--- src/rtl/line_tx_pkg.sv ---
// line_tx_pkg
// Shared definitions for the line_tx serial transmitter:
//   state_t        - transmitter FSM states
//   MIN_BIT_CYCLES - smallest legal symbol hold time in clocks
//   IDLE_LEVEL     - line level while idle and during the stop symbol
//   START_LEVEL    - line level of the start symbol
package line_tx_pkg;

    typedef enum logic [2:0] {
        IDLE   = 3'd0,
        START  = 3'd1,
        DATA   = 3'd2,
        PARITY = 3'd3,
        STOP   = 3'd4
    } state_t;

    localparam int   MIN_BIT_CYCLES = 4;
    localparam logic IDLE_LEVEL     = 1'b0;
    localparam logic START_LEVEL    = 1'b1;

endpackage

--- src/rtl/line_tx_bit_timer.sv ---
// line_tx_bit_timer
// Symbol-period down-counter for line_tx.
// Ports:
//   clock  - clock, posedge
//   reset  - asynchronous, active-low
//   load   - reload the counter with BIT_CYCLES-1 (start of a new symbol)
//   run    - a symbol is being held; gates tick
//   tick   - high during the last clock of the current symbol
// The counter saturates at zero, so it never wraps inside a symbol; the
// owner reloads it on every symbol boundary.
module line_tx_bit_timer #(
    parameter int BIT_CYCLES = 4
) (
    input  logic clock,
    input  logic reset,
    input  logic load,
    input  logic run,
    output logic tick
);

    localparam int CNT_W = $clog2(BIT_CYCLES);
    localparam logic [CNT_W-1:0] RELOAD = CNT_W'(BIT_CYCLES - 1);

    logic [CNT_W-1:0] cnt_reg;

    always_ff @(posedge clock or negedge reset) begin
        if (!reset) begin
            cnt_reg <= '0;
        end else if (load) begin
            cnt_reg <= RELOAD;
        end else if (cnt_reg != '0) begin
            cnt_reg <= cnt_reg - 1'b1;
        end
    end

    assign tick = run && (cnt_reg == '0);

endmodule

--- src/rtl/line_tx.sv ---
// line_tx
// Serial line transmitter. Accepts DATA_W-bit words over valid/ready and
// sends each as: start symbol (1), data bits LSB first, optional even
// parity bit, stop symbol (0). Every symbol is held BIT_CYCLES clocks so a
// 3-sample majority filter on the receiving side recovers it.
// Build option: define LINE_TX_PARITY_EN to insert the even-parity symbol.
// Ports:
//   clock      - clock, posedge
//   reset      - asynchronous, active-low; aborts any frame in progress
//   data_in    - word to send, captured on an accepted handshake
//   valid_in   - word available
//   ready_out  - idle and out of reset; handshake completes on valid&ready
//   sig_out    - registered serial line, idle level 0
//   frame_done - one-cycle pulse as the line returns to idle after a frame
module line_tx
    import line_tx_pkg::*;
#(
    parameter int DATA_W     = 8,
    parameter int BIT_CYCLES = 4
) (
    input  logic              clock,
    input  logic              reset,
    input  logic [DATA_W-1:0] data_in,
    input  logic              valid_in,
    output logic              ready_out,
    output logic              sig_out,
    output logic              frame_done
);

    generate
        if (BIT_CYCLES < MIN_BIT_CYCLES) begin : g_bit_cycles_check
            $error("line_tx: BIT_CYCLES must be at least %0d", MIN_BIT_CYCLES);
        end
    endgenerate

    localparam int BIT_CNT_W = (DATA_W > 1) ? $clog2(DATA_W) : 1;
    localparam logic [BIT_CNT_W-1:0] LAST_BIT = BIT_CNT_W'(DATA_W - 1);

    state_t                state_reg, state_next;
    logic [DATA_W-1:0]     shift_reg, shift_next;
    logic [BIT_CNT_W-1:0]  bit_cnt_reg, bit_cnt_next;
    logic                  sig_reg, sig_next;
    logic                  done_reg, done_next;
    logic                  live_reg;
`ifdef LINE_TX_PARITY_EN
    logic                  parity_reg, parity_next;
`endif

    logic accept;
    logic tick;
    logic run;

    // live_reg keeps ready_out low while reset is held and for the edge on
    // which it is released, so the first handshake lands on a clean state.
    assign ready_out = live_reg && (state_reg == IDLE);
    assign accept    = valid_in && ready_out;
    assign run       = (state_reg != IDLE);

    line_tx_bit_timer #(
        .BIT_CYCLES (BIT_CYCLES)
    ) bit_timer (
        .clock (clock),
        .reset (reset),
        .load  (accept || tick),
        .run   (run),
        .tick  (tick)
    );

    always_ff @(posedge clock or negedge reset) begin
        if (!reset) begin
            state_reg   <= IDLE;
            shift_reg   <= '0;
            bit_cnt_reg <= '0;
            sig_reg     <= IDLE_LEVEL;
            done_reg    <= 1'b0;
            live_reg    <= 1'b0;
`ifdef LINE_TX_PARITY_EN
            parity_reg  <= 1'b0;
`endif
        end else begin
            state_reg   <= state_next;
            shift_reg   <= shift_next;
            bit_cnt_reg <= bit_cnt_next;
            sig_reg     <= sig_next;
            done_reg    <= done_next;
            live_reg    <= 1'b1;
`ifdef LINE_TX_PARITY_EN
            parity_reg  <= parity_next;
`endif
        end
    end

    // The line level for each symbol is decided here and registered, so
    // sig_out changes exactly on symbol boundaries with no decode glitches.
    always_comb begin
        state_next   = state_reg;
        shift_next   = shift_reg;
        bit_cnt_next = bit_cnt_reg;
        sig_next     = sig_reg;
        done_next    = 1'b0;
`ifdef LINE_TX_PARITY_EN
        parity_next  = parity_reg;
`endif
        case (state_reg)
            IDLE: begin
                sig_next = IDLE_LEVEL;
                if (accept) begin
                    state_next   = START;
                    sig_next     = START_LEVEL;
                    shift_next   = data_in;
                    bit_cnt_next = '0;
`ifdef LINE_TX_PARITY_EN
                    parity_next  = ^data_in;
`endif
                end
            end
            START: begin
                if (tick) begin
                    state_next = DATA;
                    sig_next   = shift_reg[0];
                end
            end
            DATA: begin
                if (tick) begin
                    if (bit_cnt_reg == LAST_BIT) begin
`ifdef LINE_TX_PARITY_EN
                        state_next = PARITY;
                        sig_next   = parity_reg;
`else
                        state_next = STOP;
                        sig_next   = IDLE_LEVEL;
`endif
                    end else begin
                        shift_next   = shift_reg >> 1;
                        sig_next     = shift_next[0];
                        bit_cnt_next = bit_cnt_reg + 1'b1;
                    end
                end
            end
`ifdef LINE_TX_PARITY_EN
            PARITY: begin
                if (tick) begin
                    state_next = STOP;
                    sig_next   = IDLE_LEVEL;
                end
            end
`endif
            STOP: begin
                if (tick) begin
                    state_next = IDLE;
                    done_next  = 1'b1;
                end
            end
            default: begin
                state_next = IDLE;
                sig_next   = IDLE_LEVEL;
            end
        endcase
    end

    assign sig_out    = sig_reg;
    assign frame_done = done_reg;

endmodule

--- config.mk ---
export PLATFORM = sky130hd
export DESIGN_NAME = line_tx
export DESIGN_NICKNAME = d
export VERILOG_FILES = /design/src/rtl/line_tx_pkg.sv /design/src/rtl/line_tx_bit_timer.sv /design/src/rtl/line_tx.sv
export SDC_FILE = /design/constraint.sdc
export NUM_CORES = 1
export LEC_CHECK = 0
export ABC_AREA = 1
export CAP_MARGIN = 20
export CORE_ASPECT_RATIO = 0.75
export CORE_MARGIN = 2
export CORE_UTILIZATION = 50
export DETAILED_ROUTE_END_ITERATION = 12
export PLACE_DENSITY = 0.81
export SLEW_MARGIN = 20
export SYNTH_ARGS = -nofsm -noshare
export SYNTH_HDL_FRONTEND = slang
export SYNTH_SLANG_ARGS = --single-unit
export TNS_END_PERCENT = 50
--- constraint.sdc ---
create_clock -name clock -period 1.7 [get_ports clock]
set_input_delay 0.255 -clock clock [delete_from_list [all_inputs] [get_ports clock]]
set_output_delay 0.255 -clock clock [all_outputs]
set_load 0.05 [all_outputs]
# [After elaboration in Yosys (flattened, before gate mapping)]
# Index checks and enable logic that the tools add are counted.
[totals] mem_bits_rw=0 latch_bits=0 reg_bits=19 wordCells=56 mem_count=0 rom_bits=0 input_bits=11
[op_classes] add_sub_neg=2 reduce_logical=13 shift=0 mul=0 n_mux=23 n_eq_ne=10 order_cmp=0 bitwise_logic=1 div=0
[op_table] op="3-bit two-way mux" n=8
[op_table] op="8-bit two-way mux" n=3
[op_table] op="8-bit one-hot mux with 2 select lines" n=1
[op_table] op="2-bit inequality test (second input constant)" n=6
[op_table] op="3-bit one-hot mux with 4 select lines" n=1
[op_table] op="3-bit equality test (second input constant)" n=2
[op_table] op="1-bit two-way mux" n=6
[op_table] op="3-bit one-hot mux with 2 select lines" n=1
[op_table] op="2-bit nonzero test" n=3
[op_table] op="5-bit AND reduction" n=1
[op_table] op="2-bit two-way mux" n=2
[op_table] op="1-bit one-hot mux with 4 select lines" n=1
[op_table] op="4-bit AND reduction" n=1
[op_table] op="3-bit by 1-bit adder with 3-bit output (second input constant)" n=1
[op_table] op="3-bit by 1-bit equality test with 1-bit output (second input constant)" n=1
[op_table] op="3-bit by 2-bit equality test with 1-bit output (second input constant)" n=1
[op_table] op="1-bit logical AND" n=3
[op_table] op="3-bit logical NOT" n=1
[op_table] op="3-bit AND reduction" n=1
[op_table] op="3-bit nonzero test" n=1
[op_table] op="2-bit logical NOT" n=1
[op_table] op="2-bit by 1-bit subtractor with 2-bit output (second input constant)" n=1
[op_table] op="1-bit logical OR" n=1
[op_table] op="1-bit inverter" n=1

# [Depth between registers and ports, before layout]
[logic_depth] word_depth=5 ltp_mapped=9 depth_no_buf=8

# [Cells and area by module]
# A second synthesis with hierarchy kept.
[unflattened] hier_cells=144 area_unflattened_um2=1062.3
[by_module_without_submodules] module="line_tx" area_each_um2=948.4 n_inst=1 cells_each=128 seq_area_each_um2=425.4
[by_module_without_submodules] module="line_tx_bit_timer" area_each_um2=113.9 n_inst=1 cells_each=16 seq_area_each_um2=50.0

# [Worst setup path after synthesis]
# Ideal clock, no wire load.
[synth_path] path_kind="reg2reg" from="reg state_reg[2]" to="reg sig_reg, in the netlist sig_out" t_required_ns=1.633 setup_ns=0.067 path_buffers=0 stages_incl_launch_ff=8 t_arrival_ns=1.791 slack_ns=-0.158 path_cell_list="dfrtp_1 > nor2_1 > nand2_2 > nor2_1 > nand2_1 > nand3_1 > nand2_1 > nand2_1"
[synth_via] elab_chain_len=5
[synth_lines] item="start, declared" line="line_tx.sv:39" rtl="state_t state_reg, state_next;"
[synth_lines] item="start signal, assigned" line="line_tx.sv:81" rtl="state_reg <= state_next;"
[synth_lines] item="3-bit logical NOT" line="line_tx.sv:55" rtl="assign ready_out = live_reg && (state_reg == IDLE);"
[synth_lines] item="1-bit logical AND" line="line_tx.sv:55"
[synth_lines] item="via ready_out" line="line_tx.sv:25" rtl="output logic ready_out,"
[synth_lines] item="1-bit logical AND" line="line_tx.sv:56" rtl="assign accept = valid_in && ready_out;"
[synth_lines] item="1-bit two-way mux" line="line_tx.sv:107" rtl="if (accept) begin"
[synth_lines] item="1-bit one-hot mux with 4 select lines" line="line_tx.sv:104" rtl="case (state_reg)"
[synth_lines] item="end signal, assigned" line="line_tx.sv:84" rtl="sig_reg <= sig_next;"
[synth_lines] item="end, declared" line="line_tx.sv:42" rtl="logic sig_reg, sig_next;"
# The timed path passes the listed nets, and every way through them passes these cells.
# A chain may end at the register's enable or synchronous reset.

# [Worst setup path in the final report]
[layout_path] from="reg bit_cnt_reg[0]" to="reg bit_cnt_reg[1]"
[layout_via] elab_chain_len=4
[layout_lines] item="start, declared" line="line_tx.sv:41" rtl="logic [BIT_CNT_W-1:0] bit_cnt_reg, bit_cnt_next;"
[layout_lines] item="start signal, assigned" line="line_tx.sv:83" rtl="bit_cnt_reg <= bit_cnt_next;"
[layout_lines] item="3-bit by 1-bit adder with 3-bit output" line="line_tx.sv:136" rtl="bit_cnt_next = bit_cnt_reg + 1'b1;"
[layout_lines] item="3-bit two-way mux" line="line_tx.sv:125" rtl="if (bit_cnt_reg == LAST_BIT) begin"
[layout_lines] item="3-bit two-way mux" line="line_tx.sv:124" rtl="if (tick) begin"
[layout_lines] item="3-bit one-hot mux with 2 select lines" line="line_tx.sv:104"
# Several ways; a longest one is shown, not always the timed one. The select of a mux whose other input is x is not followed.

==> flow_summary.json <==
{
  "status": "completed",
  "grt_pass1_vias": 843,
  "synthTopCellsByArea": "dfrtp_1, nand2_1, nand3_1, nor2_1, ha_1",
  "cts_root_buf": "clkbuf_4",
  "drv_slew": 0,
  "synthArstFlopShare": 1.00,
  "synthesis.instances": 136,
  "synth_seq_cells": 19,
  "clk_path_buf_depth": 2,
  "min_period_ns": 1.60,
  "cp.required_ns": 1.95,
  "reg2reg_depth": 8,
  "regToRegSetupSlack_ns": 0.1,
  "gp_congestion": 0.877,
  "leakage_nw": 0.671,
  "max_freq_mhz": 624,
  "cp.arrival_ns": 1.85,
  "nets": 169,
  "nFillCells": 173,
  "yosys_most_used_dff": "dfrtp_1",
  "placed_area_um2": 1210,
  "grt.total_usage": 0.201,
  "synth.avg_cell_area_um2": 7.59,
  "post-dp-hpwl_um": 1580,
  "antenna_found_initial": 0,
  "fin_util": 0.632,
  "cp_max_fo": 11,
  "path_clk_slew_ns": 0.11,
  "drt_pass1_iterations": 4,
  "finalSetupViolCount": 0,
  "design_area_um2": 1250,
  "start_util": 0.521,
  "globalRoute.totalOverflow": 0,
  "io_pins": 14,
  "critPathCaptureType": "flip-flop",
  "cts_tree": "built",
  "final_hold_viol_count": 0,
  "rows": 14,
  "final_layout_size_suffix_gt1_frac": 0.143,
  "die-area_um2": 2450,
  "fin_skew_ns": 0.00769,
  "p_int_mw": 1.19,
  "fin_crit_sh": 0.943,
  "rr_startpoint": "bit_cnt_reg[0]",
  "io_buffer_count": 13,
  "drt_iter0_drc": 32,
  "die_h_um": 43.4,
  "crit_end": "bit_cnt_reg[1]",
  "synth.most_common_cell": "nand2_1",
  "drt-wirelength-per-cell_um": 12.3,
  "ir_drop_v": 0.00109,
  "p_seq_frac": 0.333,
  "clock_latency_ns": 0.31,
  "rsz0062_at_grt": "yes",
  "crit_path_start": "bit_cnt_reg[0]",
  "p_per_area_nw_per_um2": 1850,
  "hold_class": "in2async",
  "syn_nets": 150,
  "htreeDepth": 1,
  "p_clk_frac": 0.103,
  "vias": 914,
  "switching_share": 0.487,
  "synth_top_cell_by_area": "dfrtp_1",
  "maxCapViolCount": 0,
  "antenna_left": 0,
  "multi_input_area_um2": 512,
  "cts_buffers": 3,
  "start_kind": "flip-flop",
  "viasPerCell": 5.13,
  "grt_max_degree": 20,
  "yosysWarnings": 0,
  "switchingPower_mw": 1.13,
  "seq_area_frac_synth": 0.461,
  "synth_cell_types": 22,
  "drt_wl_total_um": 2190,
  "synth_common_cells": "nand2_1, dfrtp_1, nand3_1",
  "r2r_end": "bit_cnt_reg[1]",
  "largest_reg_flops": 8,
  "grt_pass1_wl_um": 3760,
  "finalPower_mw": 2.31,
  "netlist_area_um2": 1030,
  "p_comb_frac": 0.564,
  "die_w_um": 56.5,
  "core_area_um2": 1980,
  "path_class": "reg2reg",
  "register_area_um2": 477,
  "dp.cells": 174,
  "diodes": 0,
  "syn_to_final_growth_pct": 21.2,
  "yosysTopAreaCellShare": 0.461,
  "finalNonFillerCells": 178,
  "drc": 0,
  "synth-edff-count": 0,
  "clock-sinks": 19
}
power by group through the flow:
| stage | Clock (mW) | Combinational [mW] | Sequential [mW] |
|---|---|---|---|
| floorplan | 0 | 0.941 | 0.776 |
| detailed placement | 0 | 1.25 | 0.771 |
| global route | 0.263 | 1.46 | 0.790 |
| CTS | 0.248 | 1.26 | 0.766 |
| global placement | 0 | 1.21 | 0.765 |
| finish | 0.238 | 1.31 | 0.770 |
critical path, stage by stage, from the launching register on:
cell     delay (ns)
dfrtp_1        0.41
ha_1           0.21
ha_1           0.18
inv_1          0.10
nand3_1        0.10
nand2_1        0.14
buf_4          0.20
nand4_1        0.12
nand2_1        0.09
layer usage:
layer / track usage / part of all wire / vias up
li1: - / - / 469
met1: 0.280 / 0.47 / 421
met2: 0.302 / 0.47 / 22
met3: 0.0627 / 0.051 / 2
met4: 0.0667 / 0.0050 / 0
met5: 0 / 0 / -
cells by family (layout without fill, tap and decap cells):
family / after synthesis / count (layout) / synth area share
other: 1 / 1 / 0.00363
DFF: 19 / 19 / 0.461
AOI/OAI and AO/OA: 5 / 5 / 0.0315
buffers and inverters: 14 / 32 / 0.0606
adders and majority gates: 3 / 3 / 0.0364
and+or+nand+nor: 93 / 93 / 0.399
xor gates and xnor gates: 1 / 1 / 0.00849
timing repair:
| action | CTS | global route |
|---|---|---|
| hold buffers | 0 | 0 |
| setup endpoints to repair | 1 | 3 |
| resized for setup | 1 | 4 |
| setup buffers | 0 | 0 |
final cells by class:
cell class | count | area share
timing repair buffer | 17 | 0.132
sequential | 19 | 0.381
tap | 24 | 0.0240
multi-input combinational | 103 | 0.409
clock buffer | 4 | 0.0210
inverter | 11 | 0.0330
worst min-delay path by stage:
stage / startpoint / endpoint / slack (ns)
floorplan: reset / bit_cnt_reg[0] / -0.04
global placement: shift_reg[7] / shift_reg[7] / 0.46
detailed placement: bit_cnt_reg[1] / bit_cnt_reg[1] / 0.47
CTS: reset / bit_timer.cnt_reg[1] / 0.26
global route: reset / shift_reg[0] / 0.29
finish: reset / shift_reg[5] / 0.27
cells in the final DEF, fill, tap and decap left out, drive strengths merged, types with 2 or more instances in the layout:
master,count
nor2,12
clkbuf,4
clkdlybuf4s50,10
nand4,5
o21ai,3
ha,3
inv,11
nor3,2
nand2,59
dfrtp,19
buf,7
nand3,15
stage by stage:
step	setup WS, ns	hold WS [ns]	TNS, ns
final	0.0964	0.267	0
after global routing	-0.0367	0.293	-0.0462
after CTS	0.0363	0.264	0
after detailed placement	0.131	0.467	0
after global placement	0.180	0.463	0
after floorplan	0.123	-0.0406	0
(Power assumes the default switching activity.)
